--- src/rtl/g2_lane_pkg.sv ---
// Shared definitions for the lane-select path: default lane count, collector
// FSM states and the index-to-one-hot width helper.
package g2_lane_pkg;

    localparam int LANES_DEFAULT = 32;

    typedef enum logic {
        COLLECT = 1'b0,
        EMIT    = 1'b1
    } lane_collect_state_e;

    // Width of a one-hot vector addressed by an idx_w-bit index.
    function automatic int onehot_width(input int idx_w);
        return 1 << idx_w;
    endfunction

endpackage

--- src/rtl/lane_idx_decode.sv ---
// Combinational lane index to one-hot decoder used by the mask collector.
module lane_idx_decode
    import g2_lane_pkg::*;
#(
    parameter int W_LANES = LANES_DEFAULT,
    parameter int W_IDX   = $clog2(W_LANES)
) (
    input  logic [W_IDX-1:0]   idx_i,
    output logic [W_LANES-1:0] onehot_o
);

    assign onehot_o = W_LANES'(1) << idx_i;

endmodule

--- src/rtl/lane_mask_collector.sv ---
// Rebuilds a warp's active-lane mask from a stream of lane-index beats.
// Optional macro LANE_COLLECT_ERR_CHECK_EN enables duplicate/tag-mismatch checks.
module lane_mask_collector
    import g2_lane_pkg::*;
#(
    parameter int W_LANES = LANES_DEFAULT,
    parameter int W_IDX   = $clog2(W_LANES),
    parameter int W_TAG   = 4
) (
    input  logic               clk,
    input  logic               rst,
    input  logic               in_valid,
    output logic               in_ready,
    input  logic [W_IDX-1:0]   in_idx,
    input  logic [W_TAG-1:0]   in_tag,
    input  logic               in_last,
    output logic               out_valid,
    input  logic               out_ready,
    output logic [W_LANES-1:0] out_mask,
    output logic [W_IDX:0]     out_count,
    output logic [W_TAG-1:0]   out_tag,
    output logic               out_err
);

    localparam int W_ONEHOT = onehot_width(W_IDX);
    localparam int W_CNT    = W_IDX + 1;

    lane_collect_state_e  state_q;
    logic [W_LANES-1:0]   mask_q, mask_d;
    logic [W_ONEHOT-1:0]  idx_onehot;
    logic [W_CNT-1:0]     count_q, count_d;
    logic [W_TAG-1:0]     tag_q, tag_d;
    logic                 first_q;
    logic                 beat_fire;

    lane_idx_decode #(
        .W_LANES (W_LANES),
        .W_IDX   (W_IDX)
    ) u_idx_decode (
        .idx_i    (in_idx),
        .onehot_o (idx_onehot)
    );

    // Handshake signals come straight off the state register, never off out_ready.
    assign in_ready  = (state_q == COLLECT);
    assign out_valid = (state_q == EMIT);
    assign beat_fire = in_valid && in_ready;

`ifdef LANE_COLLECT_ERR_CHECK_EN
    logic err_q, err_d;
    logic dup_hit;

    always_comb begin
        // NOTE: every signal gets a value on every path, so no latch is inferred.
        mask_d  = mask_q | idx_onehot;
        tag_d   = first_q ? in_tag : tag_q;
        dup_hit = |(mask_q & idx_onehot);
        count_d = count_q + W_CNT'(!dup_hit);
        err_d   = err_q | dup_hit | (!first_q && (in_tag != tag_q));
    end

    assign out_err = err_q;
`else
    localparam logic [W_CNT-1:0] CNT_MAX = W_CNT'(W_LANES);

    always_comb begin
        mask_d  = mask_q | idx_onehot;
        tag_d   = first_q ? in_tag : tag_q;
        // Without checking, every beat counts; saturate instead of wrapping.
        count_d = (count_q == CNT_MAX) ? count_q : count_q + W_CNT'(1);
    end

    assign out_err = 1'b0;
`endif

    always_ff @(posedge clk) begin
        // NOTE: sequential state uses non-blocking assignments so all registers
        // update from the same pre-edge values.
        if (rst) begin
            state_q <= COLLECT;
            mask_q  <= '0;
            count_q <= '0;
            tag_q   <= '0;
            first_q <= 1'b1;
`ifdef LANE_COLLECT_ERR_CHECK_EN
            err_q   <= 1'b0;
`endif
        end else begin
            case (state_q)
                COLLECT: begin
                    if (beat_fire) begin
                        mask_q  <= mask_d;
                        count_q <= count_d;
                        tag_q   <= tag_d;
                        first_q <= 1'b0;
`ifdef LANE_COLLECT_ERR_CHECK_EN
                        err_q   <= err_d;
`endif
                        if (in_last) begin
                            state_q <= EMIT;
                        end
                    end
                end
                EMIT: begin
                    if (out_ready) begin
                        mask_q  <= '0;
                        count_q <= '0;
                        first_q <= 1'b1;
`ifdef LANE_COLLECT_ERR_CHECK_EN
                        err_q   <= 1'b0;
`endif
                        state_q <= COLLECT;
                    end
                end
                default: state_q <= COLLECT;
            endcase
        end
    end

    assign out_mask  = mask_q;
    assign out_count = count_q;
    assign out_tag   = tag_q;

endmodule

--- config.mk ---
export PLATFORM = sky130hd
export DESIGN_NAME = lane_mask_collector
export DESIGN_NICKNAME = d
export VERILOG_FILES = /design/src/rtl/g2_lane_pkg.sv /design/src/rtl/lane_idx_decode.sv /design/src/rtl/lane_mask_collector.sv
export SDC_FILE = /design/constraint.sdc
export NUM_CORES = 1
export LEC_CHECK = 0
export BUFFER_PORTS_ARGS = -buffer_cell sky130_fd_sc_hd__buf_2
export CAP_MARGIN = 15
export CORE_MARGIN = 1.5
export CORE_UTILIZATION = 49
export DETAILED_ROUTE_END_ITERATION = 16
export PLACE_DENSITY = 0.8
export SYNTH_ARGS = -nofsm -noshare
export SYNTH_HDL_FRONTEND = slang
export SYNTH_SLANG_ARGS = --single-unit
--- constraint.sdc ---
create_clock -name clk -period 1.8 [get_ports clk]
set_input_delay 0.36 -clock clk [delete_from_list [all_inputs] [get_ports clk]]
set_output_delay 0.36 -clock clk [all_outputs]
set_load 0.01 [all_outputs]
* Word level (Yosys, flattened, before mapping)
Cells that the tools add are included.
** Storage, ports and cells
- Flip-flop bits (word level) :: 44
- Logic and storage cells :: 31
- Output and inout bits :: 45
- Input bits :: 14
** Cells by class
- Bitwise operators :: 2
- Equal/unequal tests :: 4
- Multiplexer cells :: 14
- Reduce and logical (&&, ||, !) cells :: 4
- Shifts and indexed selects :: 1
- Add/sub/neg operators :: 1
** Operators by type and width (number)
- 32-bit two-way mux :: 2
- 32-bit one-hot mux with 2 select lines :: 1
- 32-bit OR :: 1
- 1-bit by 5-bit << shifter with 32-bit output (first input constant) :: 1
- 6-bit two-way mux :: 3
- 6-bit one-hot mux with 2 select lines :: 1
- 6-bit by 1-bit adder with 6-bit output (second input constant) :: 1
- 6-bit == test (second input constant) :: 1
- 3-bit AND reduction :: 2
- 1-bit two-way mux :: 5
- 2-bit inequality test (second input constant) :: 2
- 1-bit one-hot mux with 2 select lines :: 2
- 2-bit by 1-bit inequality test with 1-bit output (second input constant) :: 1
- 2-bit AND reduction :: 1
- 1-bit logical AND :: 1
- 1-bit NOT :: 1

* Logic depth before layout (Yosys ltp)
Gate-level depths: netlist of the first run.
- Word-level depth :: 4
- Depth in mapped cells :: 5
- Mapped depth without buffers :: 5

* Modules after synthesis
Synthesis of the first run repeated with hierarchy kept, for this count alone.
** Second synthesis, totals
- Cells, all modules :: 219
- Area total of the unflattened synthesis :: 1913.1 um^2
** By module, submodules not included
- lane_mask_collector :: instances 1, area each 1699.1 um^2, cells each 172, seq. area each 880.8 um^2
- lane_idx_decode :: instances 1, area each 214.0 um^2, cells each 47, seq. area each 0.0 um^2

* Least setup slack after synthesis of the first run
No wires, ideal clock.
- Kind :: reg-to-reg
- From :: reg state_q (netlist: out_valid)
- To :: reg mask_q[15] (netlist: out_mask[15])
- Period minus slack after synthesis :: 1.452 ns
- Buffers on the path :: 0
- Data arrival time :: 1.335 ns
- Setup slack :: 0.348 ns
- Setup time :: 0.117 ns
- Stages on the path, launching flop included :: 4
- Data required time :: 1.683 ns
- Cell sequence :: dfxtp_1 -> mux2i_1 -> nor3_1 -> a22o_1
** On the way
- Word-level cells in the longest chain between the ends :: 4
- Elaborated cells between the ends (all ways) :: 6
- Those cells by class :: eq/ne: 2; mux: 1; bitwise: 1; reduce/logical: 2
** Ends and longest elaborated chain
- from (decl) :: RTL line lane_mask_collector.sv:28 : lane_collect_state_e state_q;
- from (signal assigned) :: RTL line lane_mask_collector.sv:80 : state_q <= COLLECT;
- from (signal assigned) :: RTL line lane_mask_collector.sv:100 : state_q <= EMIT;
- from (signal assigned) :: RTL line lane_mask_collector.sv:112 : state_q <= COLLECT;
- 1-bit NOT
- 1-bit logical AND :: RTL line lane_mask_collector.sv:47 : assign beat_fire = in_valid && in_ready;
- 2-bit by 1-bit inequality test with 1-bit output (no line)
- 2-bit AND reduction (no line)
- to (signal assigned) :: RTL line lane_mask_collector.sv:92 : mask_q <= mask_d;
- to (decl) :: RTL line lane_mask_collector.sv:29 : logic [W_LANES-1:0] mask_q, mask_d;
Several ways; a longest one is shown, not always the timed one.
A chain may end at the register's enable or synchronous reset.

* Worst setup path after layout of the first run
- From :: reg state_q (netlist: out_valid)
- To :: reg count_q[1] (netlist: out_count[1])
** On the way
- Word-level cells in the longest chain between the ends :: 4
- Elaborated cells between the ends (all ways) :: 7
- Those cells by class :: eq/ne: 3; mux: 1; bitwise: 1; reduce/logical: 2
** Ends and longest elaborated chain
- 1-bit NOT
- 1-bit logical AND :: RTL line lane_mask_collector.sv:47
- 2-bit by 1-bit inequality test with 1-bit output (no line)
- 3-bit AND reduction (no line)
- to (signal assigned) :: RTL line lane_mask_collector.sv:93 : count_q <= count_d;
- to (decl) :: RTL line lane_mask_collector.sv:31 : logic [W_CNT-1:0] count_q, count_d;
Several ways; a longest one is shown, not always the timed one.

==> out/results.txt, run 1 <==
CTS tree: yes
FMAX: 0.647 GHz
Final Slew Violations: 0
Post-CTS Hold Fix Bufs: 0
CP required: 2.03 ns
vias in the first global route: 1387
Ant. Diodes: 0
Mapped Cells: 178
Synth Net Count: 194
Critical-path top delay cell: or4b_4
vias: 1558
largest family of logic cells by synthesized area: compound AO/OA/AOI/OAI gates
Initial Utilization: 51.6%
crit start category: flip-flop
worst path cell trace: or4b_4 -> o21ai_0 -> o32ai_2
Syn Std Cell Area: 0.00174 mm^2
Synth Area in XOR/XNOR: 0.504%
Total Routing Usage GR: 21.3%
RR Endpoint: out_count[1]$_SDFFE_PP0P_
final worst slack: 0.255 ns
H-tree depth: 2
first-pass GRT wire length: 6670 um
run status: complete, no violations
Post-Synth Simple-Gate Area: 20.9%
Inserted Clock Buffers: 5
drt total wl: 3990 um
Post-DP HPWL: 2890 um
Synth Area in Compound Gates: 21.8%
pre-CTS setup slack: 0.170 ns
total power: 0.00165 W
Post-synth EDFFs: 0
hold slack final: 0.254 ns
clock transition at the registers of the reported paths: 0.12 ns
ys flop type: dfxtp_1
Overflow after GRT: 0
worst-path fanout max: 15
Bufs on Longest Clock Path: 2
post-synthesis mux area share: 1.22%
asr flop ratio synth: 0%
register area share after synthesis: 50.7%
power density over the cells: 767 mW/mm^2
Worst Hold Depth: 3
Residual DRC: 0
GR peak layer: met2
Die Wd: 62.5 um
clock latency at the later pin of the worst-skew pair: 0.34 ns
layout cell share with drive strength beyond 1: 33.7%
RSZ-0062 raised after global routing: false
M2 GR Usage: 33.6%
min Tclk post-route: 1.55 ns
core area: 0.00336 mm^2
IO Pins: 59
Worst R2R Path Depth: 3
Hold Path Sink: out_tag[3]$_SDFFE_PP0P_
part of the power in the clock network: 26.4%
r2r setup slk: 0.25 ns
die height: 62.5 um
leakage power: 0.969 nW
initial antenna violation count: 0
critical path type: reg -> reg
routability congestion estimate: 0.876
Yosys cell types: 40
max cap viols: 0
Net Sw Power: 0.000432 W
Worst Path Arrival: 1.78 ns
Final Hold Viols: 0
VDD IR max: 0.425 mV
routed vias/inst: 5.39
Sequential Power Share: 61.7%
fin crit share: 85.9%
Final setup violation count: 0
WL/cell: 13.8 um
Root Buffer: clkbuf_4
IO Port Bufs: 57
HP Start: in_tag[3]
Worst Clk Skew: 0.00264 ns
internal power: 0.00122 W
drt pass-1 iters: 4
post-synthesis register bit count: 44
die area: 0.00391 mm^2
pin count of the biggest net entering global routing: 16
Clock Sinks: 44
Ys Warns: 0
critical path endpoint category: flip-flop
CP max stage delay: 0.59 ns
filler instances: 317
met3 GRT Util: 5.41%
Avg Cell Area, Syn: 9.76 um^2
Layout area overhead: 23.8%
Iter 0 DRT Violations: 87
Placement Rows: 21
setup TNS: 0 ns
Synth Area in Adders: 1.44%
Worst R2R Start: out_valid$_SDFF_PP0_
Routed Antenna Nets: 0
Final #Nets: 259
switching part of the total power: 26.2%
met1 Use GR: 28.7%
type of the worst min-delay path: in -> reg
Gate power share: 11.9%
synthesized netlist by cell type, types with 3 or more instances:
library cell / number / area, um^2
inv_1: 5 / 18.8
a22o_1: 16 / 140
nor2_1: 5 / 18.8
nor3b_1: 3 / 22.5
a21oi_1: 6 / 30.0
nand2_1: 27 / 101
buf_2: 5 / 25.0
o21ai_0: 19 / 95.1
nand3b_1: 3 / 22.5
dfxtp_1: 44 / 881
nand3_1: 10 / 50.1
worst max-delay path by stage:
stage | cells after the start | to | slack, ns | startpoint
after detailed placement | 3 | out_count[1]$_SDFFE_PP0P_ | 0.17 | out_valid$_SDFF_PP0_
after global placement | 3 | out_count[1]$_SDFFE_PP0P_ | 0.25 | out_valid$_SDFF_PP0_
after floorplan | 3 | out_mask[15]$_SDFFE_PP0P_ | 0.35 | out_valid$_SDFF_PP0_
final | 3 | out_count[1]$_SDFFE_PP0P_ | 0.25 | out_valid$_SDFF_PP0_
after CTS | 3 | out_count[1]$_SDFFE_PP0P_ | 0.16 | out_valid$_SDFF_PP0_
after global routing | 3 | out_count[0]$_SDFFE_PP0P_ | 0.16 | out_valid$_SDFF_PP0_
through the flow:
step | cell area, um^2 | utilization [%] | cells
2_1_floorplan | 1740 | - | 178
3_3_place_gp | 2100 | 62.5 | 282
3_5_place_dp | 2100 | 62.5 | 282
4_1_cts | 2150 | 63.9 | 289
5_1_grt | 2150 | 64.0 | 289
6_report | 2150 | 64.0 | 289
flip-flops by register name (all words and copies together) (netlist names):
signal,cells
first_q,1
out_valid,1
out_count,6
out_tag,4
out_mask,32
timing repair:
item                       in CTS  in global routing
buffers inserted                0                  0
gates resized for setup         0                  1
setup endpoints to repair       0                  4
critical path, delay by kind of cell, from the launching register on:
family / cells / cell delay (ns)
AO/OA/AOI/OAI: 2 / 0.43
flip-flops: 1 / 0.42
AND/OR/NAND/NOR: 1 / 0.59
final cells by class:
class | instances | area (um^2) | share of cell area [%]
Sequential cell | 44 | 882 | 41.0
Timing Repair Buffer | 65 | 345 | 16.1
Tap cell | 46 | 57.6 | 2.68
Clock buffer | 6 | 41.3 | 1.92
Inverter | 5 | 18.8 | 0.873
Clock inverter | 1 | 5.00 | 0.233
Multi-Input combinational cell | 122 | 801 | 37.2
routing by layer:
layer | routed length, um | share of wire [%]
met3 | 280 | 7.0
met4 | 36 | 0.90
met1 | 1770 | 44
met2 | 1900 | 48
met5 | 0 | 0
cell families after synthesis:
family | after synthesis
adder cells (fa/ha/maj) | 2
other | 1
AO/OA/AOI/OAI | 51
buffers and inverters | 12
AND/OR/NAND/NOR | 65
multiplexers | 2
flip-flops | 44
XOR/XNOR | 1
layout by cell type (no fill, tap or decap), types with 2 or more instances in the layout:
master    count
a21oi_1       6
a22o_1       16
buf_2        57
buf_4         8
clkbuf_4      5
dfxtp_1      43
ha_1          2
inv_1         5
nand2_1      27
nand2b_1      2
nand3_1      10
nand3b_1      3
nand4b_1      2
nor2_1        5
nor3_1        2
nor3b_1       3
nor4b_2       2
o21ai_0      19
or3_1         2
power groups by stage:
stage          clock network [W]  logic [W]  registers (W)
6_report                0.000435   0.000196        0.00102
5_1_grt                 0.000488   0.000218        0.00102
4_1_cts                 0.000442   0.000196        0.00102
3_5_place_dp                   0   0.000196        0.00104
3_3_place_gp                   0   0.000193        0.00104
2_1_floorplan                  0   0.000109        0.00104
Note: power is estimated with default switching activity, not from simulation.
==> inputs of run 2 (changes only) <==
--- a/config.mk
+++ b/config.mk
@@ -5,7 +5,7 @@
 export SDC_FILE = /design/constraint.sdc
 export NUM_CORES = 1
 export LEC_CHECK = 0
-export BUFFER_PORTS_ARGS = -buffer_cell sky130_fd_sc_hd__buf_2
+export BUFFER_PORTS_ARGS = -buffer_cell sky130_fd_sc_hd__buf_4
 export CAP_MARGIN = 15
 export CORE_MARGIN = 1.5
 export CORE_UTILIZATION = 49
==> run 2 against run 1 <==
Die area did not move. Via count fell by 0.64%. First-iteration DRC count grew 16%. Flip-flop and latch count stayed put. Register-to-register slack worse by 0.04 ns. Setup slack got worse by 0.036 ns. Clock skew up 0.011 ns. Largest power group unchanged.
==> out/results.txt, run 2 (same netlist as run 1, synthesis figures left out) <==
run status: complete, no violations (unchanged)
IO Port Bufs: 57 (unchanged)
RR Endpoint: out_count[1]$_SDFFE_PP0P_ (unchanged)
Final Slew Violations: 0 (unchanged)
CP Launch Point: out_valid$_SDFF_PP0_ (unchanged)
Root Buffer: clkbuf_4 (unchanged)
post-CTS setup buffers: 0 (unchanged)
commonest non-fill, non-tap cell in the layout: buf_4 (was buf_2)
setup TNS: 0 ns (unchanged)
clock transition at the registers of the reported paths: 0.11 ns (was 0.12 ns)
Final #Nets: 260 (was 259)
r2r setup slk: 0.22 ns (was 0.25 ns)
Post-DP HPWL: 2950 um (was 2890 um)
Post-CTS Hold Fix Bufs: 0 (unchanged)
Overflow after GRT: 0 (unchanged)
FMAX: 0.633 GHz (was 0.647 GHz)
final cell utilization of the core: 68.5% (was 64.0%)
H-tree depth: 2 (unchanged)
leakage power: 0.982 nW (was 0.969 nW)
power density over the cells: 729 mW/mm^2 (was 767 mW/mm^2)
Placement Rows: 21 (unchanged)
core area: 0.00336 mm^2 (unchanged)
vias: 1548 (was 1558)
worst-path fanout max: 12 (was 15)
max FFs per register: 32 (unchanged)
filler instances: 308 (was 317)
cts repair resizes: 0 (unchanged)
Final setup violation count: 0 (unchanged)
Rel. slew slack: 66.6%
clock latency at the later pin of the worst-skew pair: 0.36 ns (was 0.34 ns)
Ant. Diodes: 0 (unchanged)
Worst R2R Start: out_valid$_SDFF_PP0_ (unchanged)
crit start category: flip-flop (unchanged)
Initial Utilization: 51.6% (unchanged)
Worst Path Arrival: 1.81 ns (was 1.78 ns)
fin crit share: 87.8% (was 85.9%)
CP required: 2.03 ns (about the same)
Layout area overhead: 32.6% (was 23.8%)
VDD IR max: 0.511 mV (was 0.425 mV)
RSZ-0062 raised after global routing: false (unchanged)
crit path to: out_count[1]$_SDFFE_PP0P_ (unchanged)
most frequent cells in the layout: buf_4 (66), dfxtp_1 (44), nand2_1 (27) (was buf_2 (57), dfxtp_1 (43), nand2_1 (27))
IO Pins: 59 (unchanged)
Routed Antenna Nets: 0 (unchanged)
die height: 62.5 um (unchanged)
Worst R2R Path Depth: 3 (unchanged)
routability congestion estimate: 0.884 (was 0.876)
Die Wd: 62.5 um (unchanged)
Slew @ Worst Pin: 0.497 ns
die area: 0.00391 mm^2 (unchanged)
first-pass GRT wire length: 6730 um (was 6670 um)
WL/cell: 13.9 um (was 13.8 um)
Critical-path top delay cell: or4b_4 (unchanged)
CTS tree: yes (unchanged)
Residual DRC: 0 (unchanged)
critical path endpoint category: flip-flop (unchanged)
min Tclk post-route: 1.58 ns (was 1.55 ns)
vias in the first global route: 1460 (was 1387)
drt pass-1 iters: 4 (unchanged)
Bufs on Longest Clock Path: 2 (unchanged)
Final Hold Viols: 0 (unchanged)
max cap viols: 0 (unchanged)
drt total wl: 4020 um (was 3990 um)
CP max stage delay: 0.61 ns (was 0.59 ns)
Inserted Clock Buffers: 5 (unchanged)
worst path cell trace: or4b_4 -> o21ai_0 -> o32ai_2 (unchanged)
layout cell share with drive strength beyond 1: 34.0% (was 33.7%)
initial antenna violation count: 0 (unchanged)
Total Routing Usage GR: 21.8% (was 21.3%)
Worst Clk Skew: 0.0131 ns (was 0.00264 ns)
Iter 0 DRT Violations: 101 (was 87)
type of the worst min-delay path: in -> reg (unchanged)
routed vias/inst: 5.34 (was 5.39)
pin count of the biggest net entering global routing: 15 (was 16)
critical path type: reg -> reg (unchanged)
Clock Sinks: 44 (unchanged)
-- run 2: area by class of cell --
class,count,area [um^2],area share [%]
Clock buffer,5,37.5,1.63
Sequential cell,44,881,38.2
Inverter,5,18.8,0.815
Timing Repair Buffer,66,495,21.5
Tap cell,46,57.6,2.50
Multi-Input combinational cell,122,801,34.8
Clock inverter,2,12.5,0.543
-- run 2: report_power, final --
group,internal (W),switching [W],leakage (nW)
clock network,0.000143,0.000300,0.0271
logic,0.0000980,0.000121,0.599
registers,0.000996,0.0000215,0.356
total,0.00124,0.000443,0.982
-- run 2: how the worst min path moves through the flow --
| stage | from | depth (start not counted) | to | slack [ns] |
|---|---|---|---|---|
| after global routing | in_tag[3] | 3 | out_tag[3]$_SDFFE_PP0P_ | 0.24 |
| after detailed placement | out_tag[3]$_SDFFE_PP0P_ | 2 | out_tag[3]$_SDFFE_PP0P_ | 0.45 |
| after global placement | out_mask[24]$_SDFFE_PP0P_ | 2 | out_mask[24]$_SDFFE_PP0P_ | 0.44 |
| after CTS | in_last | 3 | out_valid$_SDFF_PP0_ | 0.25 |
| final | in_last | 3 | out_valid$_SDFF_PP0_ | 0.26 |
| after floorplan | first_q$_SDFFE_PP1P_ | 2 | first_q$_SDFFE_PP1P_ | 0.47 |
-- run 2: critical path, delay by kind of cell (launching register included) --
kind / cells / cell delay, ns
AO/OA/AOI/OAI: 2 / 0.42
flip-flops: 1 / 0.44
AND/OR/NAND/NOR: 1 / 0.61
-- run 2: metrics by stage --
stage	total power, W	instance area [um^2]	instances	setup slack (ns)	hold slack (ns)
after global placement	0.00126	2250	283	0.278	0.436
after CTS	0.00169	2300	290	0.205	0.252
after floorplan	0.00115	1740	178	0.348	0.474
after detailed placement	0.00126	2250	283	0.231	0.447
final	0.00168	2300	290	0.219	0.257
after global routing	0.00177	2300	290	0.105	0.239
-- run 2: routing by layer --
metal / part of all wire, % / wire length, um / track usage, %
met1: 47 / 1880 / 28.7
met2: 47 / 1880 / 34.0
met3: 5.3 / 211 / 7.03
met4: 1.3 / 54 / 6.94
met5: 0 / 0 / 0
==> inputs of run 3 (changes only) <==
--- a/config.mk
+++ b/config.mk
@@ -5,6 +5,7 @@
 export SDC_FILE = /design/constraint.sdc
 export NUM_CORES = 1
 export LEC_CHECK = 0
+export ABC_AREA = 1
 export BUFFER_PORTS_ARGS = -buffer_cell sky130_fd_sc_hd__buf_4
 export CAP_MARGIN = 15
 export CORE_MARGIN = 1.5
==> run 3 against run 2 <==
Utilization shrank 0.11 points. Critical path depth grew 5. Clock skew shrank 0.0075 ns. Setup slack gained 0.18 ns. Combinational power grew 2%. Sequential power is essentially flat. Sequential share of layout area shrank 0.81 points. Worst hold slack gained 0.029 ns. Design area grew 2.2%. Clock power grew 41%. Flip-flop and latch count is the same. Largest power group unchanged.
==> out/results.txt, run 3 <==
Ys Warns: 0 (unchanged)
IO Pins: 59 (unchanged)
worst-path fanout max: 6 (was 12)
top post-synthesis cells by area: dfxtp_1 (49%), nor2_1 (14%), a21oi_1 (8.1%), nand3_1 (5.6%), nand2_1 (5.2%) (was dfxtp_1 (51%), a22o_1 (8.1%), nand2_1 (5.8%), o21ai_0 (5.5%), nand3_1 (2.9%))
clock transition at the registers of the reported paths: 0.07 ns (was 0.11 ns)
fin crit share: 78.0% (was 87.8%)
setup TNS: 0 ns (unchanged)
filler instances: 330 (was 308)
Residual DRC: 0 (unchanged)
Worst Path Arrival: 1.59 ns (was 1.81 ns)
critical path type: reg -> reg (unchanged)
final cell utilization of the core: 68.4% (was 68.5%)
Root Buffer: clkbuf_8 (was clkbuf_4)
Final setup violation count: 0 (unchanged)
commonest non-fill, non-tap cell in the layout: nor2_1 (was buf_4)
Clock Sinks: 44 (unchanged)
drt pass-1 iters: 4 (unchanged)
delay-heaviest family, CP: simple AND/OR/NAND/NOR gates (unchanged)
pin count of the biggest net entering global routing: 21 (was 15)
vias: 1652 (was 1548)
Post-synth EDFFs: 0 (unchanged)
Total Routing Usage GR: 20.8% (was 21.8%)
Syn Std Cell Area: 0.00180 mm^2 (was 0.00174 mm^2)
Initial Utilization: 52.3% (was 51.6%)
Yosys cell types: 24 (was 40)
asr flop ratio synth: 0% (unchanged)
Die Wd: 63.6 um (was 62.5 um)
Post-DP HPWL: 3010 um (was 2950 um)
Overflow after GRT: 0 (unchanged)
initial antenna violation count: 0 (unchanged)
Post-synth top cells: nor2_1 (67), dfxtp_1 (44), a21oi_1 (29) (was dfxtp_1 (44), nand2_1 (27), o21ai_0 (19))
Ant. Diodes: 0 (unchanged)
Placement Rows: 21 (unchanged)
pre-CTS setup slack: 0.390 ns (was 0.231 ns)
vias in the first global route: 1486 (was 1460)
FMAX: 0.712 GHz (was 0.633 GHz)
Layout area overhead: 30.7% (was 32.6%)
post-CTS setup buffers: 0 (unchanged)
min Tclk post-route: 1.40 ns (was 1.58 ns)
IO Port Bufs: 57 (unchanged)
Synth area leader: dfxtp_1 (unchanged)
Routed Antenna Nets: 0 (unchanged)
r2r setup slk: 0.40 ns (was 0.22 ns)
core area: 0.00344 mm^2 (was 0.00336 mm^2)
ys flop type: dfxtp_1 (unchanged)
Post-CTS Hold Fix Bufs: 0 (unchanged)
leakage power: 1.07 nW (was 0.982 nW)
CP max stage delay: 0.39 ns (was 0.61 ns)
die height: 63.6 um (was 62.5 um)
placed inst area: 0.00226 mm^2 (was 0.00225 mm^2)
drt total wl: 3930 um (was 4020 um)
Final #Nets: 309 (was 260)
register area share after synthesis: 48.9% (was 50.7%)
worst path cell trace: inv_1 -> ha_1 -> inv_1 -> nor2_1 -> nand3_1 -> nand2_4 -> o21ai_0 -> nor2_1 (was or4b_4 -> o21ai_0 -> o32ai_2)
CP required: 1.99 ns (was 2.03 ns)
RSZ-0062 raised after global routing: false (unchanged)
post-synth top area share: 48.9% (was 50.7%)
power density over the cells: 791 mW/mm^2 (was 729 mW/mm^2)
cts repair resizes: 0 (unchanged)
critical path endpoint category: flip-flop (unchanged)
layout cell share with drive strength beyond 1: 27.6% (was 34.0%)
Iter 0 DRT Violations: 66 (was 101)
max FFs per register: 32 (unchanged)
Avg Cell Area, Syn: 7.66 um^2 (was 9.76 um^2)
type of the worst min-delay path: in -> reg (unchanged)
CTS tree: yes (unchanged)
run status: complete, no violations (unchanged)
Bufs on Longest Clock Path: 2 (unchanged)
most frequent cells in the layout: nor2_1 (67), buf_4 (57), dfxtp_1 (44) (was buf_4 (66), dfxtp_1 (44), nand2_1 (27))
Final Hold Viols: 0 (unchanged)
Inserted Clock Buffers: 5 (unchanged)
post-synthesis register bit count: 44 (unchanged)
routed vias/inst: 4.86 (was 5.34)
Final Slew Violations: 0 (unchanged)
max cap viols: 0 (unchanged)
die area: 0.00405 mm^2 (was 0.00391 mm^2)
WL/cell: 11.6 um (was 13.9 um)
Worst Clk Skew: 0.00566 ns (was 0.0131 ns)
final instance area: 0.00235 mm^2 (was 0.00230 mm^2)
Critical-path top delay cell: dfxtp_1 (was or4b_4)
routability congestion estimate: 0.860 (was 0.884)
Mapped Cells: 235 (was 178)
crit start category: flip-flop (unchanged)
VDD IR max: 0.494 mV (was 0.511 mV)
count leader, synth: nor2_1 (was dfxtp_1)
final worst slack: 0.396 ns (was 0.219 ns)
Synth Net Count: 251 (was 194)
clock latency at the later pin of the worst-skew pair: 0.29 ns (was 0.36 ns)
H-tree depth: 2 (unchanged)
crit path buf inv count: 2 (was 0)
first-pass GRT wire length: 6580 um (was 6730 um)
[run 3: cell types whose count changed in the layout (fill, tap and decap cells not counted), moves of 3 or more]
| cell | previous run | this run |
|---|---|---|
| o21ai_0 | 19 | 2 |
| nand3b_1 | 3 | 0 |
| inv_1 | 5 | 13 |
| clkbuf_4 | 5 | 0 |
| nor2_1 | 5 | 67 |
| buf_4 | 66 | 57 |
| nor3b_1 | 3 | 0 |
| inv_2 | 0 | 6 |
| clkbuf_8 | 0 | 6 |
| nand3_1 | 10 | 20 |
| nand2_2 | 0 | 3 |
| a22o_1 | 16 | 0 |
| a21oi_1 | 6 | 29 |
[run 3: cells by family (layout without fill, tap and decap cells)]
logic type	Yosys count	in the layout	synth area share (%)
flip-flops	44	44	48.9
AND/OR/NAND/NOR	125	125	31.8
other	1	1	0.208
buffers and inverters	27	86	7.02
AO/OA/AOI/OAI	36	36	10.7
adder cells (fa/ha/maj)	2	2	1.39
[run 3: stage by stage]
stage	total power, W	cells	hold slack, ns
floorplan	0.00117	235	0.483
global placement	0.00126	332	0.450
detailed placement	0.00126	332	0.448
CTS	0.00188	340	0.279
global route	0.00196	340	0.285
finish	0.00186	340	0.286
[run 3: layer usage]
layer / GRT usage (%) / part of all wire, % / vias to the layer above
li1: - / - / 875
met1: 25.8 / 46 / 726
met2: 33.6 / 47 / 44
met3: 6.43 / 5.1 / 7
met4: 8.15 / 1.6 / 0
met5: 0 / 0 / -
[run 3: final cells by class]
type | instances | area, um^2 | area share, %
flip-flops and latches | 44 | 881 | 37.4
clock buffers | 7 | 86.3 | 3.67
well taps | 46 | 57.6 | 2.45
clock inverters | 1 | 7.51 | 0.319
repair buffers | 58 | 448 | 19.0
inverters | 20 | 80.1 | 3.40
multi-input cells | 164 | 793 | 33.7
[run 3: report_power, final]
| part | total [W] | internal [W] | switching (W) |
|---|---|---|---|
| Combinational | 0.000223 | 0.0000879 | 0.000135 |
| Sequential | 0.00101 | 0.000994 | 0.0000187 |
| Clock | 0.000626 | 0.000312 | 0.000314 |
| Total | 0.00186 | 0.00139 | 0.000468 |
[run 3: path summary, 6_finish.rpt]
| path | start | to | depth (start not counted) |
|---|---|---|---|
| min | rst | out_count[5]$_SDFFE_PP0P_ | 2 |
| max reg2reg | out_count[0]$_SDFFE_PP0P_ | out_count[0]$_SDFFE_PP0P_ | 8 |
| max | out_count[0]$_SDFFE_PP0P_ | out_count[0]$_SDFFE_PP0P_ | 8 |
| min reg2reg | out_tag[1]$_SDFFE_PP0P_ | out_tag[1]$_SDFFE_PP0P_ | 2 |
